--- src/rtl/serial_sub_pkg.sv ---
// Shared types and constants for the bit-serial subtractor.
package serial_sub_pkg;

    typedef enum logic [1:0] {
        ST_IDLE = 2'd0,
        ST_RUN  = 2'd1,
        ST_DONE = 2'd2
    } state_t;

    localparam int DEFAULT_WIDTH = 8;

    // Bit-counter width; a 1-bit counter is the floor for the smallest legal WIDTH.
    function automatic int cnt_width(input int width);
        return ($clog2(width) < 1) ? 1 : $clog2(width);
    endfunction

endpackage

--- src/rtl/serial_subtractor_if.sv ---
// Operand and result handshakes of serial_subtractor bundled as one interface.
interface serial_subtractor_if
    import serial_sub_pkg::*;
#(
    parameter int WIDTH = DEFAULT_WIDTH
);
    logic             start_valid;
    logic             start_ready;
    logic [WIDTH-1:0] a;
    logic [WIDTH-1:0] b;
    logic [WIDTH-1:0] diff;
    logic             borrow_out;
    logic             result_valid;
    logic             result_ready;
    logic             busy;

    // Producer/consumer side.
    modport master (
        output start_valid, a, b, result_ready,
        input  start_ready, diff, borrow_out, result_valid, busy
    );

    // Subtractor side.
    modport slave (
        input  start_valid, a, b, result_ready,
        output start_ready, diff, borrow_out, result_valid, busy
    );
endinterface

--- src/rtl/serial_sub_bit.sv ---
// Combinational full-subtractor cell: one difference bit and its borrow.
module serial_sub_bit (
    input  logic ai,
    input  logic bi,
    input  logic bin,
    output logic d,
    output logic bout
);
    assign d    = ai ^ bi ^ bin;
    assign bout = (~ai & bi) | (~(ai ^ bi) & bin);
endmodule

--- src/rtl/serial_subtractor.sv ---
// Bit-serial unsigned subtractor, LSB first, one bit per clock.
// Optional `SERIAL_SUBTRACTOR_SAT_EN: clamp diff to zero when the final borrow is set.
module serial_subtractor
    import serial_sub_pkg::*;
#(
    parameter int WIDTH = DEFAULT_WIDTH
) (
    input logic               clk,
    input logic               rst,
    serial_subtractor_if.slave bus
);
    localparam int             CW   = cnt_width(WIDTH);
    localparam logic [CW-1:0]  LAST = CW'(WIDTH - 1);

    state_t           state;
    state_t           state_nx;
    logic [WIDTH-1:0] a_sh;
    logic [WIDTH-1:0] b_sh;
    logic [WIDTH-1:0] diff_q;
    logic             borrow_q;
    logic             borrow_out_q;
    logic [CW-1:0]    cnt;

    logic             accept;
    logic             last_bit;
    logic             start_ready;
    logic             result_valid;
    logic             busy;
    logic             bit_d;
    logic             bit_bout;

    serial_sub_bit u_bit (
        .ai   (a_sh[0]),
        .bi   (b_sh[0]),
        .bin  (borrow_q),
        .d    (bit_d),
        .bout (bit_bout)
    );

    assign last_bit = (state == ST_RUN) && (cnt == LAST);

    // NOTE: registers use non-blocking assignments so every flop samples pre-edge values.
    always_ff @(posedge clk or posedge rst) begin
        if (rst) begin
            state <= ST_IDLE;
        end else begin
            state <= state_nx;
        end
    end

    // NOTE: every output of this block gets a default first, so no latch is inferred.
    always_comb begin
        state_nx     = state;
        accept       = 1'b0;
        start_ready  = 1'b0;
        result_valid = 1'b0;
        busy         = 1'b0;
        case (state)
            ST_IDLE: begin
                start_ready = 1'b1;
                if (bus.start_valid) begin
                    accept   = 1'b1;
                    state_nx = ST_RUN;
                end
            end
            ST_RUN: begin
                busy = 1'b1;
                if (last_bit) begin
                    state_nx = ST_DONE;
                end
            end
            ST_DONE: begin
                result_valid = 1'b1;
                if (bus.result_ready) begin
                    state_nx = ST_IDLE;
                end
            end
            default: state_nx = ST_IDLE;
        endcase
    end

    // Result and final borrow only move in RUN, so they stay frozen through DONE and IDLE.
    always_ff @(posedge clk or posedge rst) begin
        if (rst) begin
            a_sh         <= '0;
            b_sh         <= '0;
            diff_q       <= '0;
            borrow_q     <= 1'b0;
            borrow_out_q <= 1'b0;
            cnt          <= '0;
        end else if (accept) begin
            a_sh     <= bus.a;
            b_sh     <= bus.b;
            borrow_q <= 1'b0;
            cnt      <= '0;
        end else if (state == ST_RUN) begin
            a_sh         <= a_sh >> 1;
            b_sh         <= b_sh >> 1;
            borrow_q     <= bit_bout;
            borrow_out_q <= bit_bout;
            cnt          <= cnt + CW'(1);
`ifdef SERIAL_SUBTRACTOR_SAT_EN
            if (last_bit && bit_bout) begin
                diff_q <= '0;
            end else begin
                diff_q <= {bit_d, diff_q[WIDTH-1:1]};
            end
`else
            diff_q <= {bit_d, diff_q[WIDTH-1:1]};
`endif
        end
    end

    assign bus.start_ready  = start_ready;
    assign bus.result_valid = result_valid;
    assign bus.busy         = busy;
    assign bus.diff         = diff_q;
    assign bus.borrow_out   = borrow_out_q;

endmodule
--- src/flat_wrapper.sv ---
// flat-port wrapper written by rule: the top's interface ports become plain ports
module serial_subtractor_flat import serial_sub_pkg::*;
#(
    parameter int WIDTH = DEFAULT_WIDTH
)
  (clk, rst, bus_start_valid, bus_a, bus_b, bus_result_ready, bus_start_ready, bus_diff, bus_borrow_out, bus_result_valid, bus_busy);
  serial_subtractor_if #(.WIDTH(WIDTH)) bus_i ();
  input logic clk;
  input logic rst;
  input wire logic [$bits(bus_i.start_valid)-1:0] bus_start_valid;
  input wire logic [$bits(bus_i.a)-1:0] bus_a;
  input wire logic [$bits(bus_i.b)-1:0] bus_b;
  input wire logic [$bits(bus_i.result_ready)-1:0] bus_result_ready;
  output wire logic [$bits(bus_i.start_ready)-1:0] bus_start_ready;
  output wire logic [$bits(bus_i.diff)-1:0] bus_diff;
  output wire logic [$bits(bus_i.borrow_out)-1:0] bus_borrow_out;
  output wire logic [$bits(bus_i.result_valid)-1:0] bus_result_valid;
  output wire logic [$bits(bus_i.busy)-1:0] bus_busy;
  assign bus_i.start_valid = bus_start_valid;
  assign bus_i.a = bus_a;
  assign bus_i.b = bus_b;
  assign bus_i.result_ready = bus_result_ready;
  assign bus_start_ready = bus_i.start_ready;
  assign bus_diff = bus_i.diff;
  assign bus_borrow_out = bus_i.borrow_out;
  assign bus_result_valid = bus_i.result_valid;
  assign bus_busy = bus_i.busy;
  serial_subtractor #(.WIDTH(WIDTH)) u_core (.clk(clk), .rst(rst), .bus(bus_i));
endmodule
--- config.mk ---
export PLATFORM = sky130hd
export DESIGN_NAME = serial_subtractor_flat
export DESIGN_NICKNAME = d
export VERILOG_FILES = /design/src/rtl/serial_sub_pkg.sv /design/src/rtl/serial_subtractor_if.sv /design/src/rtl/serial_sub_bit.sv /design/src/rtl/serial_subtractor.sv /design/src/flat_wrapper.sv
export SDC_FILE = /design/constraint.sdc
export NUM_CORES = 1
export LEC_CHECK = 0
export CAP_MARGIN = 20
export CORE_MARGIN = 10
export CORE_UTILIZATION = 50
export DETAILED_ROUTE_END_ITERATION = 10
export PLACE_DENSITY_LB_ADDON = 0.1
export SLEW_MARGIN = 20
export SYNTH_ARGS = -nofsm -noshare
export SYNTH_HDL_FRONTEND = slang
export SYNTH_HIERARCHICAL = 1
export SYNTH_SLANG_ARGS = --single-unit
--- constraint.sdc ---
create_clock -name clk -period 3.8 [get_ports clk]
set_clock_uncertainty 0.1 [all_clocks]
set_input_delay 0.76 -clock clk [delete_from_list [all_inputs] [get_ports clk]]
set_output_delay 0.76 -clock clk [all_outputs]
set_load 0.1 [all_outputs]
# Word level (Yosys, flattened, before mapping)
# Cells that the tools add are included.
dict set report word_totals {
  register_bits 31
  latchBits 0
  ramBits 0
  romBits 0
  input_bits 20
  out_inout_bits 12
  word_cells 44
  mem_count 0
}
dict set report classes {
  addsub 1
  mul 0
  div 0
  magnitude_cmp 0
  eq_ne 6
  n_shift 0
  n_mux 17
  bitwise_logic 8
  n_reduce_logical 5
}
# op count
set op_table {}
lappend op_table {{$mux W8} 4}
lappend op_table {{$mux W1} 7}
lappend op_table {{$mux W2} 3}
lappend op_table {{$mux W3} 2}
lappend op_table {{$pmux W2 S3} 1}
lappend op_table {{$ne A2 B2 Y1 const B} 2}
lappend op_table {{$add A3 B1 Y3 const B} 1}
lappend op_table {{$eq A3 B3 Y1 const B} 1}
lappend op_table {{$not A1 Y1} 3}
lappend op_table {{$reduce_and A3 Y1} 1}
lappend op_table {{$and A1 B1 Y1} 2}
lappend op_table {{$eq A2 B1 Y1 const B} 1}
lappend op_table {{$eq A2 B2 Y1 const B} 1}
lappend op_table {{$logic_not A2 Y1} 1}
lappend op_table {{$ne A2 B1 Y1 const B} 1}
lappend op_table {{$reduce_and A2 Y1} 1}
lappend op_table {{$reduce_bool A2 Y1} 1}
lappend op_table {{$xor A1 B1 Y1} 2}
lappend op_table {{$logic_and A1 B1 Y1} 1}
lappend op_table {{$or A1 B1 Y1} 1}

# Logic depth before layout (Yosys ltp)
# Gate-level depths: netlist (run 1).
dict set report depth {
  word_depth 6
  ltp_mapped 5
}

# Cells and area by module
# Netlist (run 1), hierarchy kept.
# module n_inst cells_each area_each_um2
set modules_own_cells {}
lappend modules_own_cells {serial_subtractor 1 124 1616.6}
lappend modules_own_cells {serial_sub_bit 1 4 31.3}

# Worst setup path before layout (run 1)
# Ideal clock, no wire load.
dict set report synth_path {
  kind {reg2out}
  startpoint {register u_core.state[0]}
  endpoint {output port bus_start_ready}
  arrival_time_ps 1505
  path_slack_ps 1435
  stages_incl_launch_ff 3
  path_buffers 1
  cell_sequence {dfrtp_1 -> buf_2 -> nor2_2}
}
dict set report synth_via {
  elab_chain_len 2
}
# item line
set synth_lines {}
lappend synth_lines {{start, declared} serial_subtractor.sv:15} ;# state_t state;
lappend synth_lines {{start signal, assigned} serial_subtractor.sv:47} ;# state <= state_nx;
lappend synth_lines {{$logic_not A2 Y1} serial_subtractor.sv:58} ;# case (state)
lappend synth_lines {{$mux W1} serial_subtractor.sv:58}
lappend synth_lines {{end, declared} flat_wrapper.sv:14} ;# output wire logic [$bits(bus_i.start_ready)-1:0] bus_start_ready;
# No other way between the ends.

# Final worst setup path (run 1)
dict set report layout_path {
  startpoint {register u_core.state[0]}
  endpoint {output port bus_busy}
}
dict set report layout_via {
  elab_chain_len 2
}
# item line
set layout_lines {}
lappend layout_lines {{$eq A2 B1 Y1} serial_subtractor.sv:58}
lappend layout_lines {{$mux W1} serial_subtractor.sv:58}
lappend layout_lines {{end, declared} flat_wrapper.sv:18} ;# output wire logic [$bits(bus_i.busy)-1:0] bus_busy;
# No other way between the ends.

==> results of run 1 <==
## state kept, by name, summed over array words and instances (netlist names)
name                   cells
u_core/a_sh                8
u_core/b_sh                8
u_core/borrow_q            1
u_core/bus.borrow_out      1
u_core/bus.diff            8
u_core/cnt                 3
u_core/state               2
## synth_stat cells, types with 3 or more instances
| library cell | n | share of area [%] |
|---|---|---|
| a211oi_2 | 7 | 5.3 |
| a221oi_2 | 4 | 3.6 |
| a22o_1 | 3 | 1.6 |
| buf_2 | 5 | 1.5 |
| buf_6 | 5 | 3.4 |
| dfrtp_1 | 31 | 47 |
| inv_1 | 19 | 4.3 |
| mux2_1 | 4 | 2.7 |
| mux2_4 | 5 | 4.6 |
| nor2b_1 | 5 | 1.9 |
| nor3b_1 | 14 | 6.4 |
| nor4b_2 | 7 | 6.4 |
## stage by stage
stage / utilization [%] / instances
2_1_floorplan: - / 128
3_3_place_gp: 62.26 / 194
3_5_place_dp: 62.26 / 194
4_1_cts: 63.59 / 200
5_1_grt: 63.59 / 200
6_report: 63.59 / 200
## cell families (layout without fill, tap and decap cells)
family / count (synthesis) / count (layout) / synth area share [%]
AO/OA/AOI/OAI: 22 / 22 / 15.19
adder cells (fa/ha/maj): 3 / 3 / 2.733
buffers and inverters: 30 / 58 / 9.719
flip-flops: 31 / 31 / 47.08
multiplexers: 10 / 10 / 7.972
AND/OR/NAND/NOR: 32 / 32 / 17.31
## how the worst max path moves through the flow
stage,endpoint,slack (ps)
floorplan,bus_start_ready,1440
global placement,bus_busy,1170
detailed placement,bus_busy,1150
CTS,bus_busy,770
global route,bus_busy,620
finish,bus_busy,770
## worst reg2reg max path, delay by kind of cell, from the launching register on
kind                   cells  cell delay (ps)
and+or+nand+nor            1              280
buffers and inverters      1              240
muxes                      1              350
DFF                        1              980
## area by class of cell
cell class | count | area share (%)
sequential | 31 | 39.32
inverter | 19 | 3.614
clock buffer | 6 | 2.093
multi-input combinational | 67 | 36.08
tap | 44 | 2.790
timing repair buffer | 33 | 16.11
## layer usage
| layer | up-vias | global-route usage [%] |
|---|---|---|
| li1 | 508 | - |
| met1 | 520 | 14.87 |
| met2 | 23 | 16.39 |
| met3 | 5 | 3.917 |
| met4 | 0 | 4.927 |
| met5 | - | 0 |
==> results.sh, run 1 <==
export IMPL_fin_crit_ps=3027
export IMPL_portBuffers=31
export IMPL_setup_violations=0
export IMPL_netlist_instances=128
export IMPL_routedWlPerCell_um=15.96
export IMPL_drtAntennaViolNets=0
export IMPL_rrSetupSlack_ps=1730
export IMPL_clk_latency_ps=330
export IMPL_routed_wl_mm=3.191
export IMPL_nets=180
export IMPL_post_dp_cell_area_um2=1932
export IMPL_cts_setup_buffers=0
export IMPL_htreeDepth=2
export IMPL_drv_slew=0
export IMPL_worstMarginPinSlew_ps=1019
export IMPL_critical_path_cell_chain="nor2b_2, buf_4, buf_4"
export IMPL_antenna_cells=0
export IMPL_holdWs_ps=390.9
export IMPL_wl_met2_mm=1.476
export IMPL_antenna_found_initial=0
export IMPL_reg2reg_to="u_core/bus.diff[6]$_DFFE_PP0P_"
export IMPL_fmax_mhz=330.3
export IMPL_routed_via_count=1056
export IMPL_setup_tns_ps=0
export IMPL_drive_above_1_share_pct=23.72
export IMPL_clock_root_buffer="clkbuf_4"
export IMPL_fin_crit_sh_pct=79.66
export IMPL_max_slew_margin_rel_pct=32.09
export IMPL_whs_endpoint="u_core/bus.borrow_out$_DFFE_PP0P_"
export IMPL_grt_remaining_overflow=0
export IMPL_clk_pin_slew_ps=90
export IMPL_rows=20
export IMPL_hold_class="register to register"
export IMPL_first_pass_iters=4
export IMPL_cp_start_kind="register"
export IMPL_cp_arrival_ps=2170
export IMPL_met1Wirelength_mm=1.515
export IMPL_async_flop_share_pct=100.0
export IMPL_startpoint="u_core/state[0]$_DFFE_PP0P_"
export IMPL_finalHoldViolations=0
export IMPL_post_place_ws_ps=1150
export IMPL_drcViolationCount=0
export IMPL_r2r_start="u_core/state[0]$_DFFE_PP0P_"
export IMPL_critical_path_slowest_cell="dfrtp_1"
export IMPL_die_w_um=77.41
export IMPL_ys_ff_latch=31
export IMPL_synthesis_area_um2=1648
export IMPL_via_per_inst=5.280
export IMPL_worstSetupPathType="register to output pin"
export IMPL_grt_pass1_vias=1114
export IMPL_fp_coreArea_um2=3103
export IMPL_cts_inserted_buffers=5
export IMPL_maxCapViolCount=0
export IMPL_layout_common_cells="dfrtp_1 (31), clkdlybuf4s50_1 (28), inv_1 (19)"
export IMPL_status="completed"
export IMPL_synth_area_per_cell_um2=12.87
export IMPL_setup_ws_ps=772.8
export IMPL_initial_core_util_pct=53.10
export IMPL_synth_nets=151
export IMPL_yosysSeqAreaShare_pct=47.08
export IMPL_max_stage_delay_ps=980
export IMPL_layout_commonest_cell="dfrtp_1"
export IMPL_drt_initial_drc_count=78
export IMPL_cts_hold_fix_buffers=0
export IMPL_cp_common_cell="buf_4"
export IMPL_cts_sinks=31
export IMPL_path_buf_inv=2
export IMPL_seq_area_um2=775.7
export IMPL_synthFlopType="dfrtp_1"
export IMPL_yosysWarningCount=6
export IMPL_cp_num_cells=3
export IMPL_multi_input_area_um2=711.9
export IMPL_ctsResizeCount=0
export IMPL_r2r_cells=3
export IMPL_hp_start="u_core/bus.borrow_out$_DFFE_PP0P_"
export IMPL_clk_path_buf_depth=2
export IMPL_ys_types=27
export IMPL_grt_pass1_wl_mm=5.492
export IMPL_maxUsedRoutingLayer="met4"
export IMPL_hpwl_mm=2.203
export IMPL_grt_use_total_pct=11.30
export IMPL_min_path_cells=1
export IMPL_rsz0062_at_grt="no"
export IMPL_setup_worst_path_end_class="output pin"
export IMPL_design_area_um2=1973
export IMPL_cts_tree="built"
export IMPL_dieArea_um2=5992
export IMPL_fillers=289
export IMPL_path_max_fanout=29
export IMPL_chipHeight_um=77.41
export IMPL_crit_required_ps=2940
export IMPL_pin_count=32
export IMPL_crit_family="flip-flops"
export IMPL_synth_edff_count=0
export IMPL_grt_max_degree=32
export IMPL_area_growth_pct=19.74
export IMPL_wl_met3_um=153
export IMPL_place_congestion=0.7294
Power of run 1 is left out: the tool's default activity adds up to more than one toggle a clock period on the data nets, which glitch-free logic cannot reach.
==> run 2: changes to the inputs <==
==> constraint.sdc (replaced) <==
create_clock -name clk -period 3.2 [get_ports clk]
set_clock_uncertainty 0.1 [all_clocks]
set_input_delay 0.64 -clock clk [delete_from_list [all_inputs] [get_ports clk]]
set_output_delay 0.64 -clock clk [all_outputs]
set_load 0.1 [all_outputs]
==> results.sh, run 2 (same netlist as run 1, synthesis figures left out) <==
export IMPL_status="completed"
export IMPL_finalHoldViolations=0
export IMPL_initial_core_util_pct=53.10
export IMPL_drt_initial_drc_count=82
export IMPL_path_max_fanout=18
export IMPL_startpoint="u_core/state[0]$_DFFE_PP0P_"
export IMPL_layout_common_cells="dfrtp_1 (31), clkdlybuf4s50_1 (19), inv_1 (19)"
export IMPL_grt_pass1_vias=1118
export IMPL_cts_inserted_buffers=5
export IMPL_final_util_pct=65.44
export IMPL_antenna_cells=0
export IMPL_critical_path_slowest_cell="dfrtp_1"
export IMPL_layout_commonest_cell="dfrtp_1"
export IMPL_place_congestion=0.7152
export IMPL_clk_pin_slew_ps=90
export IMPL_via_per_inst=5.332
export IMPL_grt_pass1_wl_mm=5.561
export IMPL_rsz0062_at_grt="no"
export IMPL_setup_violations=0
export IMPL_clk_path_buf_depth=2
export IMPL_fillers=287
export IMPL_cp_arrival_ps=1760
export IMPL_setup_tns_ps=0
export IMPL_rrSetupSlack_ps=1280
export IMPL_multi_input_area_um2=711.9
export IMPL_crit_required_ps=2460
export IMPL_portBuffers=31
export IMPL_htreeDepth=2
export IMPL_max_slew_margin_rel_pct=56.53
export IMPL_antenna_found_initial=0
export IMPL_fmax_mhz=400.8
export IMPL_rows=20
export IMPL_hold_class="register to register"
export IMPL_pin_count=32
export IMPL_drcViolationCount=0
export IMPL_routed_wl_mm=3.195
export IMPL_die_w_um=77.41
export IMPL_cp_start_kind="register"
export IMPL_grt_use_total_pct=11.38
export IMPL_fin_crit_ps=2495
export IMPL_seq_area_um2=775.7
export IMPL_dieArea_um2=5992
export IMPL_fin_crit_sh_pct=77.97
export IMPL_area_growth_pct=23.23
export IMPL_first_pass_iters=4
export IMPL_maxCapViolCount=0
export IMPL_cts_hold_fix_buffers=0
export IMPL_cts_tree="built"
export IMPL_clock_root_buffer="clkbuf_4"
export IMPL_drtAntennaViolNets=0
export IMPL_critical_path_cell_chain="nor2_2, buf_4"
export IMPL_max_stage_delay_ps=590
export IMPL_nets=183
export IMPL_drv_slew=0
export IMPL_ctsResizeCount=0
export IMPL_clk_latency_ps=330
export IMPL_setup_worst_path_end_class="output pin"
export IMPL_cts_sinks=31
export IMPL_chipHeight_um=77.41
export IMPL_drive_above_1_share_pct=32.30
export IMPL_cts_setup_buffers=0
export IMPL_grt_max_degree=32
export IMPL_worstSetupPathType="register to output pin"
export IMPL_grt_remaining_overflow=0
export IMPL_r2r_start="u_core/state[0]$_DFFE_PP0P_"
export IMPL_hp_start="u_core/a_sh[7]$_DFFE_PP0P_"
export IMPL_fp_coreArea_um2=3103
export IMPL_worstMarginPinSlew_ps=650.4
export IMPL_routedWlPerCell_um=15.59
export IMPL_routed_via_count=1093
export IMPL_hpwl_mm=2.191
## run 2: critical path, delay by kind of cell, from the launching register on
kind | cells | cell delay, ps
simple gates | 1 | 450
flops | 1 | 590
buf+inv | 1 | 380
## run 2: layer usage
layer	track usage [%]	vias to the layer above	wire length, um
met2	17.06	22	1534
met4	5.474	0	49
met5	0	-	0
li1	-	519	-
met3	3.687	6	131
met1	14.46	546	1480
## run 2: final timing paths
path                       depth (start not counted)                          to
setup / recovery                                   2             bus_start_ready
hold / removal                                     1  u_core/a_sh[7]$_DFFE_PP0P_
setup reg to reg                                   3  u_core/b_sh[6]$_DFFE_PP0P_
hold reg to reg                                    1  u_core/a_sh[7]$_DFFE_PP0P_
max in group asynchronous                          3  u_core/a_sh[7]$_DFFE_PP0P_
min in group asynchronous                          3  u_core/b_sh[3]$_DFFE_PP0P_
## run 2: metrics by stage
| step | cell area, um2 | hold slack [ps] | setup slack [ps] | std cells |
|---|---|---|---|---|
| after floorplan | 1648 | 366.7 | 955.5 | 128 |
| after global placement | 1944 | 374.0 | 985.0 | 197 |
| after detailed placement | 1944 | 381.9 | 950.3 | 197 |
| after CTS | 2031 | 403.1 | 687.9 | 205 |
| after global routing | 2031 | 441.5 | 554.6 | 205 |
| final | 2031 | 399.8 | 704.9 | 205 |
## run 2: area by class of cell
type / count / share of cell area (%)
Sequential cell: 31 / 38.20
Multi-Input combinational cell: 67 / 35.06
Timing Repair Buffer: 36 / 16.27
Inverter: 19 / 3.512
Tap cell: 44 / 2.711
Clock buffer: 6 / 2.526
Clock inverter: 2 / 1.725
Power of run 2 is left out for the same reason.
==> run 3: changes to the inputs <==
==> constraint.sdc (replaced) <==
create_clock -name clk -period 2.35 [get_ports clk]
set_clock_uncertainty 0.1 [all_clocks]
set_input_delay 0.47 -clock clk [delete_from_list [all_inputs] [get_ports clk]]
set_output_delay 0.47 -clock clk [all_outputs]
set_load 0.1 [all_outputs]
==> results.sh, run 3 (same netlist as run 1, synthesis figures left out) <==
export IMPL_max_slew_margin_rel_pct=73.58
export IMPL_clk_latency_ps=330
export IMPL_grt_use_total_pct=12.12
export IMPL_hold_class="register to register"
export IMPL_cp_arrival_ps=1260
export IMPL_crit_required_ps=1780
export IMPL_cts_tree="built"
export IMPL_cts_sinks=31
export IMPL_antenna_cells=0
export IMPL_cts_hold_fix_buffers=0
export IMPL_peakVddDrop_uv=712.9
export IMPL_nets=187
export IMPL_grt_pass1_wl_mm=6.023
export IMPL_status="completed"
export IMPL_cts_setup_buffers=0
export IMPL_setup_worst_path_end_class="output pin"
export IMPL_area_growth_pct=26.58
export IMPL_routed_wl_mm=3.395
export IMPL_drtAntennaViolNets=0
export IMPL_routed_via_count=1098
export IMPL_ctsResizeCount=0
export IMPL_layout_common_cells="dfrtp_1 (31), clkdlybuf4s50_1 (19), inv_1 (19)"
export IMPL_grt_max_degree=32
export IMPL_rrSetupSlack_ps=760
export IMPL_pin_count=32
export IMPL_cts_inserted_buffers=5
export IMPL_worstSetupPathType="register to output pin"
export IMPL_via_per_inst=5.254
export IMPL_fmax_mhz=545.7
export IMPL_hpwl_mm=2.362
export IMPL_setup_tns_ps=0
export IMPL_layout_commonest_cell="dfrtp_1"
export IMPL_chipHeight_um=77.41
export IMPL_clk_pin_slew_ps=100
export IMPL_rows=20
export IMPL_fp_coreArea_um2=3103
export IMPL_grt_pass1_vias=1200
export IMPL_drive_above_1_share_pct=33.94
export IMPL_worstMarginPinSlew_ps=396.2
export IMPL_htreeDepth=2
export IMPL_drcViolationCount=0
export IMPL_setup_violations=0
export IMPL_powerDensity_nw_per_um2=1603
export IMPL_total_power_mw=3.344
export IMPL_grt_remaining_overflow=0
export IMPL_routedWlPerCell_um=16.24
export IMPL_antenna_found_initial=0
export IMPL_place_congestion=0.7669
export IMPL_drt_initial_drc_count=96
export IMPL_dieArea_um2=5992
export IMPL_clk_path_buf_depth=2
export IMPL_maxCapViolCount=0
export IMPL_portBuffers=31
export IMPL_drv_slew=0
export IMPL_first_pass_iters=4
export IMPL_initial_core_util_pct=53.10
export IMPL_fin_crit_sh_pct=77.98
export IMPL_rsz0062_at_grt="no"
export IMPL_die_w_um=77.41
export IMPL_finalHoldViolations=0
export IMPL_cp_start_kind="register"
export IMPL_p_leak_nw=0.9344
export IMPL_clock_root_buffer="clkbuf_4"
export IMPL_fin_crit_ps=1833
export IMPL_path_max_fanout=6
[run 3: cell types whose count changed in the layout (fill, tap and decap cells not counted), sizes merged]
cell	before	now
buf	17	21
[run 3: area by class of cell]
type,instances,area [um2]
clock buffers,6,51.30
clock inverters,2,35.03
fillers,256,1017
inverters,19,71.32
multi-input cells,67,711.9
flip-flops and latches,31,775.7
well taps,44,55.05
repair buffers,40,385.4
[run 3: metrics by stage]
step                      utilization [%]  hold slack (ps)  area, um2  worst slack, ps  cells
after detailed placement            64.44            376.3       1999            520.5    201
after global routing                67.22            417.2       2086            438.1    209
final                               67.22            398.4       2086            517.4    209
after CTS                           67.22            399.9       2086            487.3    209
after floorplan                         -            366.7       1648            275.5    128
after global placement              64.44            375.9       1999            601.4    201
[run 3: where the power goes]
| part | total, mW | internal (mW) | leakage (nW) | switching, mW |
|---|---|---|---|---|
| Combinational | 1.95 | 0.699 | 0.516 | 1.25 |
| Sequential | 0.961 | 0.792 | 0.370 | 0.169 |
| Clock | 0.434 | 0.251 | 0.0482 | 0.183 |
[run 3: routing by layer]
layer	GRT usage [%]	part of all wire, %
met4	4.927	0.77
met1	15.14	47
met3	4.147	3.7
met5	0	0
met2	18.73	48
[run 3: path summary, 6_finish.rpt]
kind	start	endpoint	cells after the start
hold reg to reg	u_core/bus.borrow_out$_DFFE_PP0P_	u_core/bus.borrow_out$_DFFE_PP0P_	1
setup reg to reg	u_core/state[0]$_DFFE_PP0P_	u_core/b_sh[6]$_DFFE_PP0P_	4
max in group asynchronous	rst	u_core/a_sh[3]$_DFFE_PP0P_	3
min in group asynchronous	rst	u_core/state[0]$_DFFE_PP0P_	3
hold / removal	u_core/bus.borrow_out$_DFFE_PP0P_	u_core/bus.borrow_out$_DFFE_PP0P_	1
setup / recovery	u_core/state[0]$_DFFE_PP0P_	bus_busy	2
[run 3: critical path, cell delays in order (launching register included)]
cell     delay [ps]
dfrtp_1         450
nor2b_2         280
buf_12          210
(Power assumes the default switching activity.)
==> RTL edit, RTL diff (config.mk and constraints of run 2) <==
Re-encode `state_t` (3 states) as one-hot, 3 bits wide.
--- a/src/rtl/serial_sub_pkg.sv
+++ b/src/rtl/serial_sub_pkg.sv
@@ -2,8 +2,8 @@
 package serial_sub_pkg;
 
-    typedef enum logic [1:0] {
-        ST_IDLE = 2'd0,
-        ST_RUN  = 2'd1,
-        ST_DONE = 2'd2
+    typedef enum logic [2:0] {
+        ST_IDLE = 3'b001,
+        ST_RUN  = 3'b010,
+        ST_DONE = 3'b100
     } state_t;
 
Check against the original RTL: no difference found for any inputs over 10 cycles, from zero or initial values and one cycle with rst high; not proved beyond that.
==> RTL edit against run 2 <==
- global-route usage is 0.45 points higher
- first-iteration DRC count is 27% lower
- non-clock buffer count fell by 2
- sequential cell count up 1
- worst setup slack better by 0.17 ns
- maximum frequency grew 7.3%
- synthesized area is 12% lower
- worst hold slack worse by 0.016 ns
- routed wire length down 10%
- design area is 9.4% lower
- largest cell class unchanged
==> RTL edit: results (changes against run 2) <==
- The most critical setup path has its startpoint at u_core/state[1].
- The met2 layer usage reported by global route is 0.1941 (+0.02356).
- Routing usage on met1: 0.1231 (-0.02154)
- The detailed route wirelength on metal2 was 1434 µm (-6.5%).
* Max Fanout on Critical Path: 13 (-5)
- The met1 wire length came to 1126 µm (-24%).
- Final HPWL from detailed placement: 2026 µm (-7.5%)
- Sequential fraction of the synthesis area: 0.5521 (+0.08134)
- The endpoint identified for the worst register-to-register timing path is u_core/cnt[0].
- The length in cells of the worst reg-to-reg path was 5 (+2).
* Cells taking the most area after synthesis: sky130_fd_sc_hd__dfrtp_1 53%, sky130_fd_sc_hd__nand2_1 7.8%, sky130_fd_sc_hd__a21o_1 7.2%, sky130_fd_sc_hd__a22o_4 7.2%, sky130_fd_sc_hd__a22o_1 6.6%
* Largest net degree at the start of global routing: 29 (-9.4%)
* Share of the synthesized area in compound gates (AO/OA/AOI/OAI): 0.2369 (+0.08500)
- The fraction of final layout cells with drive strength greater than 1 was 0.2468 (-0.07615).
- Final Net Count: 180 (-1.6%)
- Violation count after the first detailed-route iteration: 60 (-27%)
- Aggregate global-route resource usage: 0.1183 (+0.004530)
* Via count: 1018 (-6.9%)
* Synthesized netlist net count: 146 (-3.3%)
* Run status: finished, final reports clean
- Leading cell types by count after synthesis: 31 x sky130_fd_sc_hd__dfrtp_1, 30 x sky130_fd_sc_hd__nand2_1, 14 x sky130_fd_sc_hd__a21o_1
- Launch instance of the worst min-delay path: u_core/a_sh[4]
* Wire length of the first global-routing pass: 5002 µm (-10%)
- The arrival time at the worst endpoint is 1.59 ns (-0.17 ns).
- Global-route met3 utilization: 0.06057 (+0.02370)
-- RTL edit: through the flow --
step | hold WS, ns | instance area (µm²) | instances | setup slack (ns)
after floorplan | 0.3491 | 1463 | 123 | 0.7037
after global placement | 0.3578 | 1764 | 181 | 0.9260
after detailed placement | 0.3658 | 1764 | 181 | 0.9074
after CTS | 0.3887 | 1841 | 189 | 0.8644
after global routing | 0.4139 | 1841 | 189 | 0.7966
final | 0.3835 | 1841 | 189 | 0.8743
-- RTL edit: cell type report --
type | instances | share of cell area
multi-input combinational | 78 | 0.3182
tap | 31 | 0.02107
clock buffer | 6 | 0.02243
inverter | 6 | 0.01224
timing repair buffer | 34 | 0.1713
sequential | 32 | 0.4358
clock inverter | 2 | 0.01903
-- RTL edit: report_power, final --
group / leakage [nW] / switching [mW] / internal (mW)
registers: 0.410 / 0.119 / 0.579
logic: 0.529 / 0.654 / 0.326
clock network: 0.0422 / 0.136 / 0.164
total: 0.981 / 0.909 / 1.07
